[src/rtl/vmm_pkg.sv]
// Shared types and width helpers for the streaming matrix-vector engine.
package vmm_pkg;

    typedef enum logic [1:0] {
        IDLE,
        ACCUM,
        DRAIN
    } state_t;

    // Wide enough for any accumulator this engine is built with.
    localparam int SAT_W = 128;

    function automatic int acc_w(input int dw, input int n);
        return 2 * dw + $clog2(n);
    endfunction

    function automatic int idx_w(input int n);
        return (n > 1) ? $clog2(n) : 1;
    endfunction

    // Clamp v into the signed out_w range when sat is set; otherwise pass through.
    function automatic logic signed [SAT_W-1:0] sat_clip(
        input logic signed [SAT_W-1:0] v,
        input int                      out_w,
        input bit                      sat
    );
        logic signed [SAT_W-1:0] hi;
        logic signed [SAT_W-1:0] lo;
        logic signed [SAT_W-1:0] res;
        hi = {1'b0, {(SAT_W-1){1'b1}}} >> (SAT_W - out_w);
        lo = ~hi;
        if (sat && (v > hi)) begin
            res = hi;
        end else if (sat && (v < lo)) begin
            res = lo;
        end else begin
            res = v;
        end
        return res;
    endfunction

endpackage

[src/rtl/vmm_mac_lane.sv]
// One row of the engine: signed multiply, then load or accumulate into acc.
// Latency 1 (acc updates on the enabling edge); no backpressure of its own.
module vmm_mac_lane
    import vmm_pkg::*;
#(
    parameter int DW    = 16,
    parameter int ACC_W = 34
) (
    input  logic                    clk,
    input  logic                    rst,
    input  logic                    en,
    input  logic                    load,
    input  logic signed [DW-1:0]    w,
    input  logic signed [DW-1:0]    x,
    output logic signed [ACC_W-1:0] acc
);

    logic signed [2*DW-1:0]  w_ext;
    logic signed [2*DW-1:0]  x_ext;
    logic signed [2*DW-1:0]  prod;
    logic signed [ACC_W-1:0] prod_ext;

    assign w_ext    = {{DW{w[DW-1]}}, w};
    assign x_ext    = {{DW{x[DW-1]}}, x};
    assign prod     = w_ext * x_ext;
    assign prod_ext = {{(ACC_W-2*DW){prod[2*DW-1]}}, prod};

    always_ff @(posedge clk or posedge rst) begin
        if (rst) begin
            acc <= '0;
        end else if (en) begin
            acc <= load ? prod_ext : acc + prod_ext;
        end
    end

endmodule

[src/rtl/vmm_stream_engine.sv]
// Streaming y = W*x: x elements in column order, one y row out per handshake.
// First y_valid one cycle after the last x; x_ready low while draining, rows held under y_ready=0.
module vmm_stream_engine
    import vmm_pkg::*;
#(
    parameter int N     = 4,
    parameter int DW    = 16,
    parameter int OUT_W = 32,
    parameter int SHIFT = 0,
    parameter int SAT   = 1
) (
    input  logic                      clk,
    input  logic                      rst,
    input  logic                      w_we,
    input  logic [$clog2(N*N)-1:0]    w_addr,
    input  logic signed [DW-1:0]      w_data,
    output logic                      w_err,
    input  logic                      x_valid,
    output logic                      x_ready,
    input  logic signed [DW-1:0]      x_data,
    input  logic                      x_last,
    output logic                      y_valid,
    input  logic                      y_ready,
    output logic signed [OUT_W-1:0]   y_data,
    output logic [$clog2(N)-1:0]      y_idx,
    output logic                      y_last,
    output logic                      err_len,
    output logic                      busy
);

    localparam int ACC_W = acc_w(DW, N);
    localparam int AW    = $clog2(N*N);
    localparam int IW    = $clog2(N);

    state_t                  state;
    logic [IW-1:0]           col;
    logic [IW-1:0]           row;
    logic signed [DW-1:0]    w_mem [2**AW];
    logic signed [ACC_W-1:0] acc [N];
    logic                    x_hs;
    logic                    y_hs;
    logic                    lane_load;

    assign x_hs      = x_valid & x_ready;
    assign y_hs      = y_valid & y_ready;
    assign lane_load = (state == IDLE);

    // Weights survive reset; a write racing the first x lands after the read.
    always_ff @(posedge clk) begin
        if (w_we && (state == IDLE)) begin
            w_mem[w_addr] <= w_data;
        end
    end

    for (genvar r = 0; r < N; r++) begin : g_lane
        logic [AW-1:0] widx;
        assign widx = AW'(r * N) + AW'(col);

        vmm_mac_lane #(
            .DW    (DW),
            .ACC_W (ACC_W)
        ) u_lane (
            .clk  (clk),
            .rst  (rst),
            .en   (x_hs),
            .load (lane_load),
            .w    (w_mem[widx]),
            .x    (x_data),
            .acc  (acc[r])
        );
    end

    logic signed [ACC_W-1:0] acc_sel;
    logic signed [ACC_W-1:0] acc_shr;
    logic signed [SAT_W-1:0] v_clip;
    logic                    unused_hi;

    assign acc_sel   = acc[row];
    assign acc_shr   = acc_sel >>> SHIFT;
    assign v_clip    = sat_clip({{(SAT_W-ACC_W){acc_shr[ACC_W-1]}}, acc_shr}, OUT_W, SAT != 0);
    assign y_data    = v_clip[OUT_W-1:0];
    assign unused_hi = ^v_clip[SAT_W-1:OUT_W];
    assign y_idx     = row;

    always_ff @(posedge clk or posedge rst) begin
        if (rst) begin
            state   <= IDLE;
            col     <= '0;
            row     <= '0;
            x_ready <= 1'b1;
            y_valid <= 1'b0;
            y_last  <= 1'b0;
            w_err   <= 1'b0;
            err_len <= 1'b0;
            busy    <= 1'b0;
        end else begin
            w_err   <= w_we && (state != IDLE);
            err_len <= 1'b0;
            case (state)
                IDLE: begin
                    if (x_hs) begin
                        if (x_last) begin
                            err_len <= 1'b1;
                        end else begin
                            col   <= IW'(1);
                            state <= ACCUM;
                            busy  <= 1'b1;
                        end
                    end
                end
                ACCUM: begin
                    if (x_hs) begin
                        if (col == IW'(N-1)) begin
                            // Missing x_last is flagged but the rows are still produced.
                            err_len <= !x_last;
                            state   <= DRAIN;
                            x_ready <= 1'b0;
                            y_valid <= 1'b1;
                            y_last  <= 1'b0;
                            row     <= '0;
                            col     <= '0;
                        end else if (x_last) begin
                            err_len <= 1'b1;
                            state   <= IDLE;
                            col     <= '0;
                            busy    <= 1'b0;
                        end else begin
                            col <= col + IW'(1);
                        end
                    end
                end
                DRAIN: begin
                    if (y_hs) begin
                        if (y_last) begin
                            state   <= IDLE;
                            y_valid <= 1'b0;
                            y_last  <= 1'b0;
                            row     <= '0;
                            x_ready <= 1'b1;
                            busy    <= 1'b0;
                        end else begin
                            row    <= row + IW'(1);
                            y_last <= (row == IW'(N-2));
                        end
                    end
                end
                default: begin
                    state <= IDLE;
                end
            endcase
        end
    end

endmodule

[config.mk]
export PLATFORM = sky130hd
export DESIGN_NAME = vmm_stream_engine
export DESIGN_NICKNAME = d
export VERILOG_FILES = /design/src/rtl/vmm_pkg.sv /design/src/rtl/vmm_mac_lane.sv /design/src/rtl/vmm_stream_engine.sv
export SDC_FILE = /design/constraint.sdc
export NUM_CORES = 2
export LEC_CHECK = 0
export CAP_MARGIN = 20
export CELL_PAD_IN_SITES_DETAIL_PLACEMENT = 1
export CELL_PAD_IN_SITES_GLOBAL_PLACEMENT = 1
export CORE_MARGIN = 5
export CORE_UTILIZATION = 52
export CTS_CLUSTER_DIAMETER = 200
export DETAILED_ROUTE_END_ITERATION = 12
export HOLD_SLACK_MARGIN = 0.08
export PLACE_DENSITY_LB_ADDON = 0.1
export SLEW_MARGIN = 30
export SYNTH_ARGS = -nofsm -noshare
export SYNTH_HDL_FRONTEND = slang
export SYNTH_SLANG_ARGS = --single-unit
export TNS_END_PERCENT = 1
[constraint.sdc]
create_clock -name clk -period 28.3 [get_ports clk]
set_input_delay 5.66 -clock clk [delete_from_list [all_inputs] [get_ports clk]]
set_output_delay 5.66 -clock clk [all_outputs]
set_load 0.03 [all_outputs]
Word-level counts from Yosys, hierarchy flattened
Memory sizes are Yosys's and may differ from the RTL's.
Cells that the tools add are included.

word-level totals
  register bits = 148
  memories = 1
  input bits = 42
  bits in writable memories = 256
  word-level logic and storage cells = 111

memory list
  name   depth  bits a word  rd ports  clocked after Yosys merged registers in  wr ports  RTL line                 text
  w_mem  16     16           4         0                                        1         vmm_stream_engine.sv:38  logic signed [DW-1:0] w_mem [2**AW];

cells by class
  equal/unequal tests = 13
  bitwise operators = 3
  add/sub/neg operators = 9
  magnitude comparators = 3
  multipliers = 4
  mux-type cells = 52
  reductions and logical operators = 13

operators with widths
  operator                                                                  number
  34-bit 2-to-1 mux                                                         6
  34-bit by 32-bit adder with 34-bit output                                 4
  16-bit by 16-bit multiplier with 32-bit output                            4
  34-bit binary-select mux with 2-bit select                                1
  32-bit 2-to-1 mux                                                         2
  34-bit by 32-bit > comparator with 1-bit output (second input constant)   1
  34-bit by 32-bit < comparator with 1-bit output (second input constant)   1
  2-bit 2-to-1 mux                                                          14
  1-bit 2-to-1 mux                                                          21
  2-bit inequality test (second input constant)                             6
  1-bit case mux with 2 select lines                                        4
  2-bit case mux with 2 select lines                                        2
  4-bit AND reduction                                                       2
  8-bit AND reduction                                                       1
  2-bit == test (second input constant)                                     3
  2-bit case mux with 3 select lines                                        1
  6-bit AND reduction                                                       1
  2-bit nonzero test                                                        3
  5-bit AND reduction                                                       1
  2-bit by 1-bit adder with 2-bit output (second input constant)            2
  3-bit by 2-bit adder with 4-bit output (first input constant)             1
  3-bit by 3-bit adder with 4-bit output (first input constant)             1
  4-bit by 2-bit adder with 4-bit output (first input constant)             1
  2-bit by 1-bit inequality test with 1-bit output (second input constant)  2
  10 further kinds                                                          12

Depth between registers and ports, before layout
  word-level depth = 7
  gate-level depth with buffers = 41

By module
Synthesis repeated with hierarchy kept, for this count alone.

unflattened totals
  cells, all modules = 6506
  area total of the unflattened synthesis = 63387.0 µm²

modules (own cells, without submodules)
  module                           cells each  times used  area each (µm²)
  vmm_mac_lane (g_lane[2].u_lane)  1483        1           13073.8
  vmm_mac_lane (g_lane[0].u_lane)  1504        1           13072.5
  vmm_mac_lane (g_lane[1].u_lane)  1462        1           12969.9
  vmm_mac_lane (g_lane[3].u_lane)  1472        1           12906.1
  vmm_stream_engine                585         1           11364.6

Least setup slack after synthesis
No wires, ideal clock.

  kind = input to register
  from = input port x_data[7]
  to = register g_lane[0].u_lane.acc[33]
  data arrival time = 13.437 ns
  setup slack = 14.777 ns
  setup time = 0.087 ns
  required time = 28.213 ns
  cell stages on the path = 36
  buffers on the path = 2
  cells stage by stage = buf_1 > clkbuf_1 > nand2_1 > fa_1 > inv_1 > fa_1 > inv_1 > fa_1 > inv_1 > fa_1 > fa_1 > inv_1 > fa_1 > inv_1 > ha_1 > o21ai_1 > nand2b_1 > and2_1 > o211a_1 > a221oi_2 > o21ai_1 > o21ai_1 > nor3b_1 > nor2_1 > ha_1 > and3_1 > nand2_1 > a2111oi_0 > a221oi_1 > a41oi_1 > o41a_1 > o41ai_4 > o21ai_1 > mux2i_1 > and3_1 > a211oi_2

between the ends
  word-level cells in the longest chain between the ends = 3

RTL lines
  item                                              RTL line                 text
  from (decl)                                       vmm_stream_engine.sv:20  input logic signed [DW-1:0] x_data,
  16-bit by 16-bit multiplier with 32-bit output *  vmm_mac_lane.sv:25       assign prod = w_ext * x_ext;
  34-bit by 32-bit adder with 34-bit output         vmm_mac_lane.sv:32       acc <= load ? prod_ext : acc + prod_ext;
  34-bit 2-to-1 mux *                               vmm_mac_lane.sv:32
  to (signal assigned)                              vmm_mac_lane.sv:32
  to (decl)                                         vmm_mac_lane.sv:15       output logic signed [ACC_W-1:0] acc

Every way passes the cells marked *; elsewhere a longest branch is shown, timed or not.
A chain may end at the register's enable or synchronous reset.

Final worst setup path
  from = input port x_data[15]
  to = register g_lane[0].u_lane.acc[33]

The elaborated chain is that of the path after synthesis.

==> impl_metrics.tcl <==
set metrics [dict create \
    worst-path-stages 33 \
    tritoncts "built" \
    die_wd_um 357 \
    ys_async_rst_share 0.366 \
    synthSimpleGateAreaFrac 0.128 \
    netlist_top_cells_area "fa_1, edfxtp_1, ha_1, inv_1, dfrtp_1" \
    synth_top_area_frac 0.336 \
    met2_wirelength_mm 96.8 \
    synth_top_family_by_area "adder cells" \
    crit_buf_inv 6 \
    synth.ff_latch_count 404 \
    wl_met1_mm 77.3 \
    routed_via_density 5.76 \
    chipHeight_um 357 \
    hold_slack_ns 0.498 \
    ios 82 \
    areaGrowthSynthToFinish_pct 5.90 \
    wl_met3_mm 8.87 \
    crit_arrival_ns 14.88 \
    htree_levels 2 \
    port-buffer-count 81 \
    setup-tns-final_ns 0 \
    drtPass1Iterations 5 \
    final_max_slew_viol_count 0 \
    yosys_most_used_dff "edfxtp_1" \
    cts.path.max_buffers 3 \
    rows 127 \
    grt_start_max_net_pins 96 \
    worstSetupPathType "in -> reg" \
    synth_common_cells "inv_1, fa_1, nand2_1" \
    critical-path-top-delay-family "adder cells" \
    synth_compound_area_frac 0.0941 \
    initial_core_util 0.523 \
    yosys.cell_count.top_type "inv_1" \
    worst-path-max-fanout 25 \
    drt_iter0_drc 2734 \
    worstRegToRegCells 32 \
    timing.fmax_mhz 69.8 \
    cts_repair_resize_count 0 \
    synth_edf_count 256 \
    multi_input_comb_area_um2 45600 \
    wirelength_mm 193 \
    via_count_of_the_first_global_routing_pass 51946 \
    ctsRootBufferMaster "clkbuf_16" \
    ys_seq_area_frac 0.182 \
    cts_made_buffers 48 \
    detail-route-antenna-nets 0 \
    yosys.area_share.adder 0.430 \
    cts_sinks 404 \
    gr-total-overflow 0 \
    grt_setup_unrepaired "false" \
    antenna_found_initial 16 \
    finalWorstPathRequiredPeriod_ns 14.32 \
    insertion_delay_ns 0.65 \
    type_of_destination_of_the_critical_path "register" \
    yosysWarningCount 0 \
    post_detailed_route_drc_marker_count 0 \
    mappedNetlistNets 8001 \
    whs_path_depth 2 \
    cp_common_cell "fa_1" \
    worst-slew-pin-transition_ns 1.03 \
    final-hold-violation-count 0 \
    dp.final_hpwl_mm 150 \
    synthDominantAreaCellType "fa_1" \
    crit_required_ns 28.86 \
    highest-signal-layer "met4" \
    cap_violations 0 \
    first_pass_grt_wire_length_mm 300 \
    coreArea_um2 120000 \
    vias 45978 \
    number_of_nets_in_the_finished_design 7901 \
    clock_transition_at_the_registers_of_the_reported_paths_ns 0.06 \
    average_cell_area_after_synthesis_um2 9.73 \
    run_status "finished clean" \
    netlist-cell-type-count 94 \
    synth.mux.area_fraction 0.0395 \
    gate_count_of_the_mapped_netlist 6437 \
    gp_congestion 0.890 \
    report.final.setup_viol 0 \
    share_of_the_synthesized_netlist_area_taken_by_xor_and_xnor_gates 0.0349 \
    holdBufCountCts 0 \
    mappedNetlistArea_um2 62600 \
    die-area_um2 127000 \
    hold_path.class "reg -> reg" \
    drive_above_1_share 0.0463 \
    critical_path.slowest_cell "inv_2" \
    fillers 13469 \
    fin_skew_ns 0.0368 \
    slew_headroom 0.309 \
    slowest_delay_ns 0.58 \
    wire_per_inst_um 24.1 \
    cts.repair_timing.setup_buffer_count 0 \
    all_layer_gr_usage 0.308 \
    critPathLaunchType "primary input" \
    layout.area.seq_um2 11400 \
    layout_worst_path_cycle_share 0.506 \
]
per-layer routing:
metal	vias to the layer above	track usage
li1	20164	-
met1	24288	0.395
met2	1167	0.539
met3	359	0.0290
met4	0	0.130
met5	-	0
stage by stage:
step | cells | area, µm² | util | setup slack, ns
6_report | 7986 | 66300 | 0.553 | 13.98
5_1_grt | 7984 | 66300 | 0.553 | 13.56
4_1_cts | 7983 | 66300 | 0.553 | 14.00
3_5_place_dp | 7898 | 64700 | 0.540 | 13.38
3_3_place_gp | 7898 | 64700 | 0.540 | 13.52
2_1_floorplan | 6437 | 62600 | - | 14.78
cell usage in the layout, fill, tap and decap left out, drive strengths merged, types with 38 or more instances in the layout:
| cell type | instances |
|---|---|
| ha | 470 |
| buf | 59 |
| a21o | 94 |
| xnor2 | 165 |
| mux4 | 98 |
| nand2 | 736 |
| clkdlybuf4s50 | 66 |
| o21bai | 45 |
| nor2 | 280 |
| and2 | 458 |
| dfrtp | 147 |
| o21ai | 257 |
| fa | 1052 |
| nand2b | 48 |
| inv | 1244 |
| xor2 | 83 |
| clkbuf | 64 |
| edfxtp | 256 |
| o21a | 38 |
| a21oi | 293 |
worst min-delay path, cell delays in order, from the launching register on:
cell	delay [ns]
dfstp_2	0.40
nand2_1	0.06
nand2_1	0.04
path summary, 6_finish.rpt:
path,from,end,slack [ns]
worst max-delay path,x_data[15],g_lane[0].u_lane.acc[33]$_DFFE_PP0P_,13.98
worst max register to register,col[0]$_DFFE_PP0P_,g_lane[2].u_lane.acc[28]$_DFFE_PP0P_,17.14
max in group asynchronous,rst,g_lane[0].u_lane.acc[6]$_DFFE_PP0P_,21.57
worst min-delay path,x_ready$_DFFE_PP1P_,x_ready$_DFFE_PP1P_,0.50
worst min register to register,x_ready$_DFFE_PP1P_,x_ready$_DFFE_PP1P_,0.50
min in group asynchronous,rst,err_len$_DFF_PP0_,5.56
flip-flops by register name (all words and copies together), names as in the netlist, 2 cells and up:
register           flops
y_idx                  2
g_lane.u_lane.acc    136
state                  2
col                    2
w_mem                256
logic make-up (layout without fill, tap and decap cells):
group | after synthesis | count (layout)
other | 0 | 2
buffers and inverters | 1515 | 1450
multiplexers | 124 | 124
adder cells (fa/ha/maj) | 1522 | 1522
AND/OR/NAND/NOR | 1692 | 1692
flip-flops | 404 | 404
XOR/XNOR | 248 | 248
AO/OA/AOI/OAI | 932 | 932
final cells by class:
class                           count  share of cell area
Antenna cell                        2           0.0000755
Clock buffer                       64              0.0201
Clock inverter                     21             0.00343
Inverter                         1240              0.0703
Multi-Input combinational cell   4518               0.687
Sequential cell                   404               0.172
Tap cell                         1612              0.0304
Timing Repair Buffer              125              0.0164
Power is not shown: default switching activity piles up to over one toggle a cycle in this logic, so the estimate is an artifact.
